$ cat config.mk
export PLATFORM = sky130hd
export DESIGN_NAME = fastram_responder
export DESIGN_NICKNAME = d
export VERILOG_FILES = /design/src/rtl/fastram_responder_pkg.sv /design/src/rtl/fastram_responder_bus_sync.sv /design/src/rtl/fastram_responder.sv
export SDC_FILE = /design/constraint.sdc
export NUM_CORES = 1
export LEC_CHECK = 0
export BUFFER_PORTS_ARGS = -buffer_cell sky130_fd_sc_hd__buf_2
export CAP_MARGIN = 0
export CORE_UTILIZATION = 30
export DETAILED_ROUTE_END_ITERATION = 7
export SYNTH_ARGS = -nofsm -noshare
export SYNTH_HDL_FRONTEND = slang
export SYNTH_SLANG_ARGS = --single-unit
$ cat constraint.sdc
create_clock -name C100M -period 2.6 [get_ports C100M]
set_input_delay 0.26 -clock C100M [delete_from_list [all_inputs] [get_ports C100M]]
set_output_delay 0.26 -clock C100M [all_outputs]
set_load 0.02 [all_outputs]
$ cat src/rtl/fastram_responder_pkg.sv
// ----------------------------------------------------------------------------
// fastram_responder_pkg: state encoding, region decode and address helpers.
// Revision 1.0
// ----------------------------------------------------------------------------
`default_nettype none

package fastram_responder_pkg;

  typedef enum logic [2:0] {
    ST_IDLE   = 3'd0,
    ST_MISS   = 3'd1,
    ST_DECODE = 3'd2,
    ST_WDS    = 3'd3,
    ST_READ   = 3'd4,
    ST_WRITE  = 3'd5,
    ST_ACK    = 3'd6
  } state_t;

  // Regions are 2 MB slices selected by A[23:21]; fast RAM starts at $200000.
  localparam logic [2:0]  REGION_FIRST    = 3'd1;
  localparam logic [2:0]  REGION_LAST_4MB = 3'd2;
  localparam logic [2:0]  REGION_LAST_8MB = 3'd4;
  localparam logic [2:0]  FC_CPUSPACE     = 3'b111;
  localparam logic [22:0] WORD_OFFSET     = 23'h100000;

  function automatic logic is_hit(input logic [2:0] region,
                                  input logic       jp4,
                                  input logic [2:0] fc);
    logic [2:0] last;
    last = jp4 ? REGION_LAST_8MB : REGION_LAST_4MB;
    return (fc != FC_CPUSPACE) && (region >= REGION_FIRST) && (region <= last);
  endfunction

  function automatic logic [21:0] word_addr(input logic [22:0] a);
    return 22'(a - WORD_OFFSET);
  endfunction

endpackage

`default_nettype wire

$ cat src/rtl/fastram_responder_bus_sync.sv
// ----------------------------------------------------------------------------
// fastram_responder_bus_sync: N-stage 1-bit synchronizer, resets to 1.
// Revision 1.0
// ----------------------------------------------------------------------------
`default_nettype none

module fastram_responder_bus_sync #(
  parameter int N = 2
) (
  input  logic clk,
  input  logic rst,
  input  logic d,
  output logic q
);

  logic [N-1:0] chain;

  always_ff @(posedge clk) begin
    if (rst) begin
      chain <= '1;
    end else begin
      chain <= {chain[N-2:0], d};
    end
  end

  assign q = chain[N-1];

endmodule

`default_nettype wire

$ cat src/rtl/fastram_responder.sv
// ----------------------------------------------------------------------------
// fastram_responder: 68000-bus slave for on-board fast SRAM (C100M domain).
// Revision 1.0
// ----------------------------------------------------------------------------
`default_nettype none

module fastram_responder
  import fastram_responder_pkg::*;
#(
  parameter int SYNC_STAGES = 2,
  parameter int WAIT_RD     = 3,
  parameter int WAIT_WR     = 3
) (
  input  logic        C100M,
  input  logic        RESET,
  input  logic        JP4,
  input  logic        AS_CPU_n,
  input  logic        UDS_n,
  input  logic        LDS_n,
  input  logic        RW,
  input  logic [2:0]  FC,
  input  logic [22:0] A,
  output logic [21:0] SRAM_A,
  output logic        SRAM_CE_n,
  output logic        SRAM_OE_n,
  output logic        SRAM_WE_n,
  output logic        SRAM_UB_n,
  output logic        SRAM_LB_n,
  output logic        DATA_OE,
  output logic        FR_SEL,
  output logic        DTACK_FR_n
);

  localparam logic [3:0] RD_LOAD = 4'(WAIT_RD - 1);
  localparam logic [3:0] WR_LOAD = 4'(WAIT_WR - 1);

  logic [3:0] raw_in;
  logic [3:0] sync_out;
  logic       as_s;
  logic       uds_s;
  logic       lds_s;
  logic       rw_s;

  assign raw_in = {AS_CPU_n, UDS_n, LDS_n, RW};

  for (genvar i = 0; i < 4; i++) begin : g_sync
    fastram_responder_bus_sync #(
      .N (SYNC_STAGES)
    ) u_sync (
      .clk (C100M),
      .rst (RESET),
      .d   (raw_in[i]),
      .q   (sync_out[i])
    );
  end

  assign as_s  = sync_out[3];
  assign uds_s = sync_out[2];
  assign lds_s = sync_out[1];
  assign rw_s  = sync_out[0];

  state_t     state;
  state_t     next;
  logic [3:0] cnt;
  logic       rw_lat;
  logic       hit;
  logic       active_next;
  logic       read_drive_next;

  // A and FC are stable before AS falls, so they are decoded unsynchronized.
  assign hit = is_hit(A[22:20], JP4, FC);

  always_ff @(posedge C100M) begin
    if (RESET) begin
      state <= ST_IDLE;
    end else begin
      state <= next;
    end
  end

  always_comb begin
    next = state;
    case (state)
      ST_IDLE:   if (!as_s) next = hit ? ST_DECODE : ST_MISS;
      ST_MISS:   if (as_s) next = ST_IDLE;
      ST_DECODE: begin
        if (as_s)        next = ST_IDLE;
        else if (rw_lat) next = ST_READ;
        else             next = ST_WDS;
      end
      ST_WDS: begin
        if (as_s)                 next = ST_IDLE;
        else if (!uds_s || !lds_s) next = ST_WRITE;
      end
      ST_READ, ST_WRITE: begin
        if (as_s)           next = ST_IDLE;
        else if (cnt == '0) next = ST_ACK;
      end
      ST_ACK:    if (as_s) next = ST_IDLE;
      default:   next = ST_IDLE;
    endcase
  end

  // Outputs are registered from the next state so they change on the same
  // edge as the state and an exit to IDLE releases everything at once.
  assign active_next     = (next == ST_WDS) || (next == ST_READ) ||
                           (next == ST_WRITE) || (next == ST_ACK);
  assign read_drive_next = (next == ST_READ) || ((next == ST_ACK) && rw_lat);

  always_ff @(posedge C100M) begin
    if (RESET) begin
      cnt        <= '0;
      rw_lat     <= 1'b1;
      SRAM_A     <= '0;
      SRAM_CE_n  <= 1'b1;
      SRAM_OE_n  <= 1'b1;
      SRAM_WE_n  <= 1'b1;
      SRAM_UB_n  <= 1'b1;
      SRAM_LB_n  <= 1'b1;
      DATA_OE    <= 1'b0;
      FR_SEL     <= 1'b0;
      DTACK_FR_n <= 1'b1;
    end else begin
      if ((state == ST_IDLE) && (next == ST_DECODE)) begin
        SRAM_A <= word_addr(A);
        rw_lat <= rw_s;
      end

      if ((state == ST_DECODE) && (next == ST_READ)) begin
        cnt <= RD_LOAD;
      end else if ((state == ST_WDS) && (next == ST_WRITE)) begin
        cnt <= WR_LOAD;
      end else if (((state == ST_READ) || (state == ST_WRITE)) && (cnt != '0)) begin
        cnt <= cnt - 4'd1;
      end

      FR_SEL     <= active_next;
      SRAM_CE_n  <= !active_next;
      SRAM_OE_n  <= !read_drive_next;
      DATA_OE    <= read_drive_next;
      SRAM_WE_n  <= !(next == ST_WRITE);
      DTACK_FR_n <= !(next == ST_ACK);

      // Write byte lanes are captured once, as the write strobe asserts.
      if (next == ST_READ) begin
        SRAM_UB_n <= 1'b0;
        SRAM_LB_n <= 1'b0;
      end else if ((state == ST_WDS) && (next == ST_WRITE)) begin
        SRAM_UB_n <= uds_s;
        SRAM_LB_n <= lds_s;
      end else if ((next != ST_WRITE) && (next != ST_ACK)) begin
        SRAM_UB_n <= 1'b1;
        SRAM_LB_n <= 1'b1;
      end
    end
  end

endmodule

`default_nettype wire

# Yosys cells after proc, flatten, opt, wreduce, memory -nomap -nowiden
# Index checks and enable logic that the tools add are counted.
[totals] register_bits=46 input_bits=33 output_inout_bits=30 word_cells=82
[classes] add_sub_neg=2 order_cmp=2 eq_ne=14 n_mux=19 n_reduce_logical=28
[op_table] op="3-bit two-way mux" count=9
[op_table] op="22-bit by 21-bit subtractor with 22-bit output (second input constant)" count=1
[op_table] op="3-bit equality test (second input constant)" count=6
[op_table] op="3-bit case mux with 5 select lines" count=1
[op_table] op="3-bit by 2-bit equality test with 1-bit output (second input constant)" count=4
[op_table] op="3-bit != test (second input constant)" count=3
[op_table] op="1-bit logical AND" count=8
[op_table] op="2-bit two-way mux" count=4
[op_table] op="1-bit logical NOT" count=6
[op_table] op="1-bit logical OR" count=6
[op_table] op="3-bit nonzero test" count=2
[op_table] op="1-bit two-way mux" count=5
[op_table] op="4-bit logical NOT" count=1
[op_table] op="4-bit nonzero test" count=1
[op_table] op="2-bit OR reduction" count=2
[op_table] op="4-bit by 1-bit subtractor with 4-bit output (second input constant)" count=1
[op_table] op="3-bit by 1-bit equality test with 1-bit output (second input constant)" count=1
[op_table] op="3-bit by 1-bit >= comparator with 1-bit output (second input constant)" count=1
[op_table] op="3-bit <= comparator" count=1
[op_table] op="3-bit logical NOT" count=1
[op_table] op="3-bit OR reduction" count=1

# Logic depth before layout (Yosys ltp)
[logic_depth] depth_word=11 ltp_mapped=8

# Modules after synthesis
# A second synthesis with hierarchy kept.
[unflattened] hier_cells=183 area_unflattened_um2=1821.7
[by_module_without_submodules] module="fastram_responder" instances=1 cells_per_inst=167 area_each_um2=1611.5 seq_area_each_um2=760.7
[by_module_without_submodules] module="fastram_responder_bus_sync" instances=4 cells_per_inst=4 area_each_um2=52.6 seq_area_each_um2=40.0

# Worst setup path before layout
# OpenSTA, ideal clock, no wires.
[synth_path] path_type="reg2reg" start="register cnt[0]" end="register SRAM_LB_n" setup_time_ns=0.143 arrival_time_ns=1.590 path_slack_ns=0.867 path_stages_with_launch=8 period_less_slack_ns=1.733 path_cell_list="dfxtp_1 -> inv_1 -> ha_1 -> nor4b_1 -> o211a_1 -> a311oi_4 -> nor3b_2 -> o221ai_1"
[synth_between] elab_chain_cells=8 elab_cells_between_ends=13 cone_classes="eq/ne (4); mux (5); reduce/logical (4)"
[synth_lines] element="start, declared" line="fastram_responder.sv:64" rtl="logic [3:0] cnt;"
[synth_lines] element="start signal, assigned" line="fastram_responder.sv:134" rtl="cnt <= cnt - 4'd1;"
[synth_lines] element="4-bit logical NOT *" line="fastram_responder.sv:97" rtl="else if (cnt == '0) next = ST_ACK;"
[synth_lines] element="3-bit two-way mux *" line="fastram_responder.sv:97"
[synth_lines] element="3-bit two-way mux *" line="fastram_responder.sv:96" rtl="if (as_s) next = ST_IDLE;"
[synth_lines] element="3-bit case mux with 5 select lines *" line="fastram_responder.sv:83" rtl="case (state)"
[synth_lines] element="3-bit equality test" line="fastram_responder.sv:148" rtl="end else if ((state == ST_WDS) && (next == ST_WRITE)) begin"
[synth_lines] element="1-bit logical AND" line="fastram_responder.sv:148"
[synth_lines] element="1-bit two-way mux" line="fastram_responder.sv:148"
[synth_lines] element="1-bit two-way mux" line="fastram_responder.sv:145" rtl="if (next == ST_READ) begin"
[synth_lines] element="end signal, assigned" line="fastram_responder.sv:150" rtl="SRAM_LB_n <= lds_s;"
[synth_lines] element="end, declared" line="fastram_responder.sv:28" rtl="output logic SRAM_LB_n,"
# Every way passes the cells marked *; elsewhere a longest branch is shown, timed or not.
# A chain may end at the register's enable or synchronous reset.

# Worst setup path in the final report
[layout_path] start="register cnt[0]" end="register SRAM_UB_n"
[layout_between] elab_chain_cells=8 elab_cells_between_ends=13 cone_classes="eq/ne (4); mux (5); reduce/logical (4)"
[layout_lines] element="4-bit logical NOT *" line="fastram_responder.sv:97"
[layout_lines] element="3-bit two-way mux *" line="fastram_responder.sv:97"
[layout_lines] element="3-bit two-way mux *" line="fastram_responder.sv:96"
[layout_lines] element="3-bit case mux with 5 select lines *" line="fastram_responder.sv:83"
[layout_lines] element="3-bit equality test" line="fastram_responder.sv:148"
[layout_lines] element="1-bit logical AND" line="fastram_responder.sv:148"
[layout_lines] element="1-bit two-way mux" line="fastram_responder.sv:148"
[layout_lines] element="1-bit two-way mux" line="fastram_responder.sv:145"
[layout_lines] element="end signal, assigned" line="fastram_responder.sv:149" rtl="SRAM_UB_n <= uds_s;"
[layout_lines] element="end, declared" line="fastram_responder.sv:27" rtl="output logic SRAM_UB_n,"
# Marks and branches as above.

==> impl_metrics.toml <==
[timing]
slew_headroom = 0.606
worst_pin_slew_ns = 0.591
tns_ns = 0
final-setup-viol-count = 0
fin_ws_ns = 0.656
fin_crit_ns = 1.94
hold_viol_final = 0
clock.fmax_mhz = 514
rsz0062_at_grt = "no"
fin_worst_skew_ns = 0.00429
finalCritPeriodShare = 0.748
drv_slew = 0

[logic_synthesis]
yosys_warnings = 0
synth_top_family_by_area = "simple AND/OR/NAND/NOR gates"
avgSynthCellArea_um2 = 10.3
synth_mux_area_frac = 0.124
yosysTopAreaCellShare = 0.497
synth_seq_cells = 46
async_flop_share = 0
synth-compound-area-share = 0.108
yosysSeqAreaShare = 0.497
synthSimpleGateAreaFrac = 0.189
synth_cells = 180
synthAdderAreaFrac = 0.0270
synth-edff-count = 0
synth_cell_types = 42
yosys.area.top_type = "dfxtp_1"
syn-num-nets = 217
synthesis.area_um2 = 1850
ys_top_cells_by_area = "dfxtp_1, mux2i_1, nor2_1"
synth_flop_cell = "dfxtp_1"
synth_xor_xnor_area_share = 0.0142

[worst_setup_path]
r2r_start = "cnt[0]$_SDFFE_PP0P_"
cp.required_ns = 2.75
crit_path_start_kind = "register"
path_cells = "inv_1 -> ha_1 -> nor4b_1 -> o211a_1 -> a311oi_4 -> nor3b_2 -> o221ai_1"
crit_arrival_ns = 2.10
r2r_end = "SRAM_UB_n$_SDFFE_PP1P_"
reg2reg_slack_ns = 0.66
crit_path_top_delay_cell = "dfxtp_1"
ff2ff_path_depth = 7
critPathTopFamily = "compound AO/OA/AOI/OAI gates"
cp_slowest_stage_delay_ns = 0.37
path_class = "reg -> reg"
end_kind = "register"
crit_fanout = 5
cp_num_buf_inv = 1

[run_status]
outcome = "complete, no violations"

[place]
post-dp-hpwl_um = 2560
io_buffers = 62
place_congestion = 0.728
place_inst = 312
post-place-ws_ns = 0.677

[route]
ant_nets = 0
viasPerCell = 4.33
dr.pass1.iters = 3
drt-total-wl_um = 3490
drt_iter0_drc = 66
wl_per_cell_um = 10.9
num_vias = 1387
drc_errors = 0

[floorplanning]
ioPinCount = 63
dieHeight_um = 80.6
start_util = 0.311
die-area_um2 = 6500
std_cell_rows = 28
dieWidth_um = 80.6
core-area_um2 = 5960

[pwr]
design_power_total_mw = 1.36
powerDensity_nw_per_um2 = 581
leakagePower_nw = 1.19
worst_ir_drop_vdd_mv = 0.331

[global_route]
antenna_found_initial = 0
grt_pass1_vias = 1226
grt_pass1_wl_um = 5660
grt_usage = 0.113
overflow = 0
grt_start_max_net_pins = 38

[min_path]
hold_path_end = "g_sync[1].u_sync.chain[0]$_SDFF_PP1_"
worstHoldStart = "LDS_n"
worstHoldPathCells = 2
hold_path.class = "in -> reg"

[clocking]
root_buffer = "clkbuf_8"
cts_buffers = 5
cts_tree = "built"
ctsHoldBuffers = 0
cts_resized = 0
cts_post_setup_buffers_inserted = 0
clk_latency_ns = 0.29
clock_sinks = 46
cts.path.max_buffers = 2
path_clk_slew_ns = 0.08
htree_num_levels = 2

[finish]
fin_util = 0.392
final_cells = 320
nets = 281
final_common_cell = "buf_2"
syn_to_final_growth_pct = 26.0
drive_above_1_share = 0.376
antennaDiodeCount = 0
final_cell_mix = "buf_2, dfxtp_1, nor2_1, mux2i_1, nand2_1"

[job]
maxCapViolations = 0
-- cell type report --
cell class / instances / area (µm²)
clock buffers: 6 / 72.6
clock inverters: 2 / 37.5
fillers: 614 / 3620
inverters: 8 / 30.0
multi-input cells: 119 / 857
flip-flops and latches: 46 / 921
well taps: 75 / 93.8
repair buffers: 64 / 325
-- sequential cells by signal (all words and copies together) (netlist names), 3 cells and up --
name                 count
SRAM_A                  22
g_sync.u_sync.chain      8
cnt                      4
state                    3
-- synth_stat cells, types with 2 or more instances --
cell type	count
a21oi_1	4
a311oi_4	2
buf_2	2
clkbuf_1	3
dfxtp_1	46
ha_1	4
inv_1	8
mux2i_1	23
nand2_1	11
nand2b_1	2
nor2_1	30
nor2b_1	2
nor3_2	2
nor3b_2	2
o211a_1	2
o221ai_1	2
or2_2	9
xor2_1	2
-- power breakdown --
| part | total [mW] | switching [mW] | internal (mW) |
|---|---|---|---|
| sequential | 0.727 | 0.00884 | 0.718 |
| clock | 0.515 | 0.228 | 0.287 |
| combinational | 0.116 | 0.0619 | 0.0537 |
-- worst max-delay path by stage --
stage                              from                     end  slack [ns]  cells past startpoint
floorplan           cnt[0]$_SDFFE_PP0P_  SRAM_LB_n$_SDFFE_PP1P_        0.87                      7
global placement    cnt[0]$_SDFFE_PP0P_  SRAM_LB_n$_SDFFE_PP1P_        0.73                      7
detailed placement  cnt[0]$_SDFFE_PP0P_  SRAM_LB_n$_SDFFE_PP1P_        0.68                      7
CTS                 cnt[0]$_SDFFE_PP0P_  SRAM_LB_n$_SDFFE_PP1P_        0.65                      7
global route        cnt[0]$_SDFFE_PP0P_  SRAM_LB_n$_SDFFE_PP1P_        0.51                      7
finish              cnt[0]$_SDFFE_PP0P_  SRAM_UB_n$_SDFFE_PP1P_        0.66                      7
-- layer usage --
layer	GRT usage	part of all wire
met3	0.0398	0.055
met2	0.166	0.44
met5	0	0
met4	0.0321	0.0034
met1	0.154	0.50
-- logic make-up (layout without fill, tap and decap cells) --
| logic type | Yosys count | in the layout |
|---|---|---|
| AO/OA/AOI/OAI | 21 | 21 |
| flip-flops | 46 | 46 |
| adder cells (fa/ha/maj) | 4 | 4 |
| multiplexers | 23 | 23 |
| buffers and inverters | 15 | 80 |
| AND/OR/NAND/NOR | 68 | 68 |
| XOR/XNOR | 3 | 3 |
-- through the flow --
step,hold slack (ns),area [µm²]
floorplan,0.364,1850
global placement,0.391,2230
detailed placement,0.393,2230
CTS,0.135,2340
global route,0.137,2340
finish,0.147,2340
Note: power is estimated with default switching activity, not from simulation.
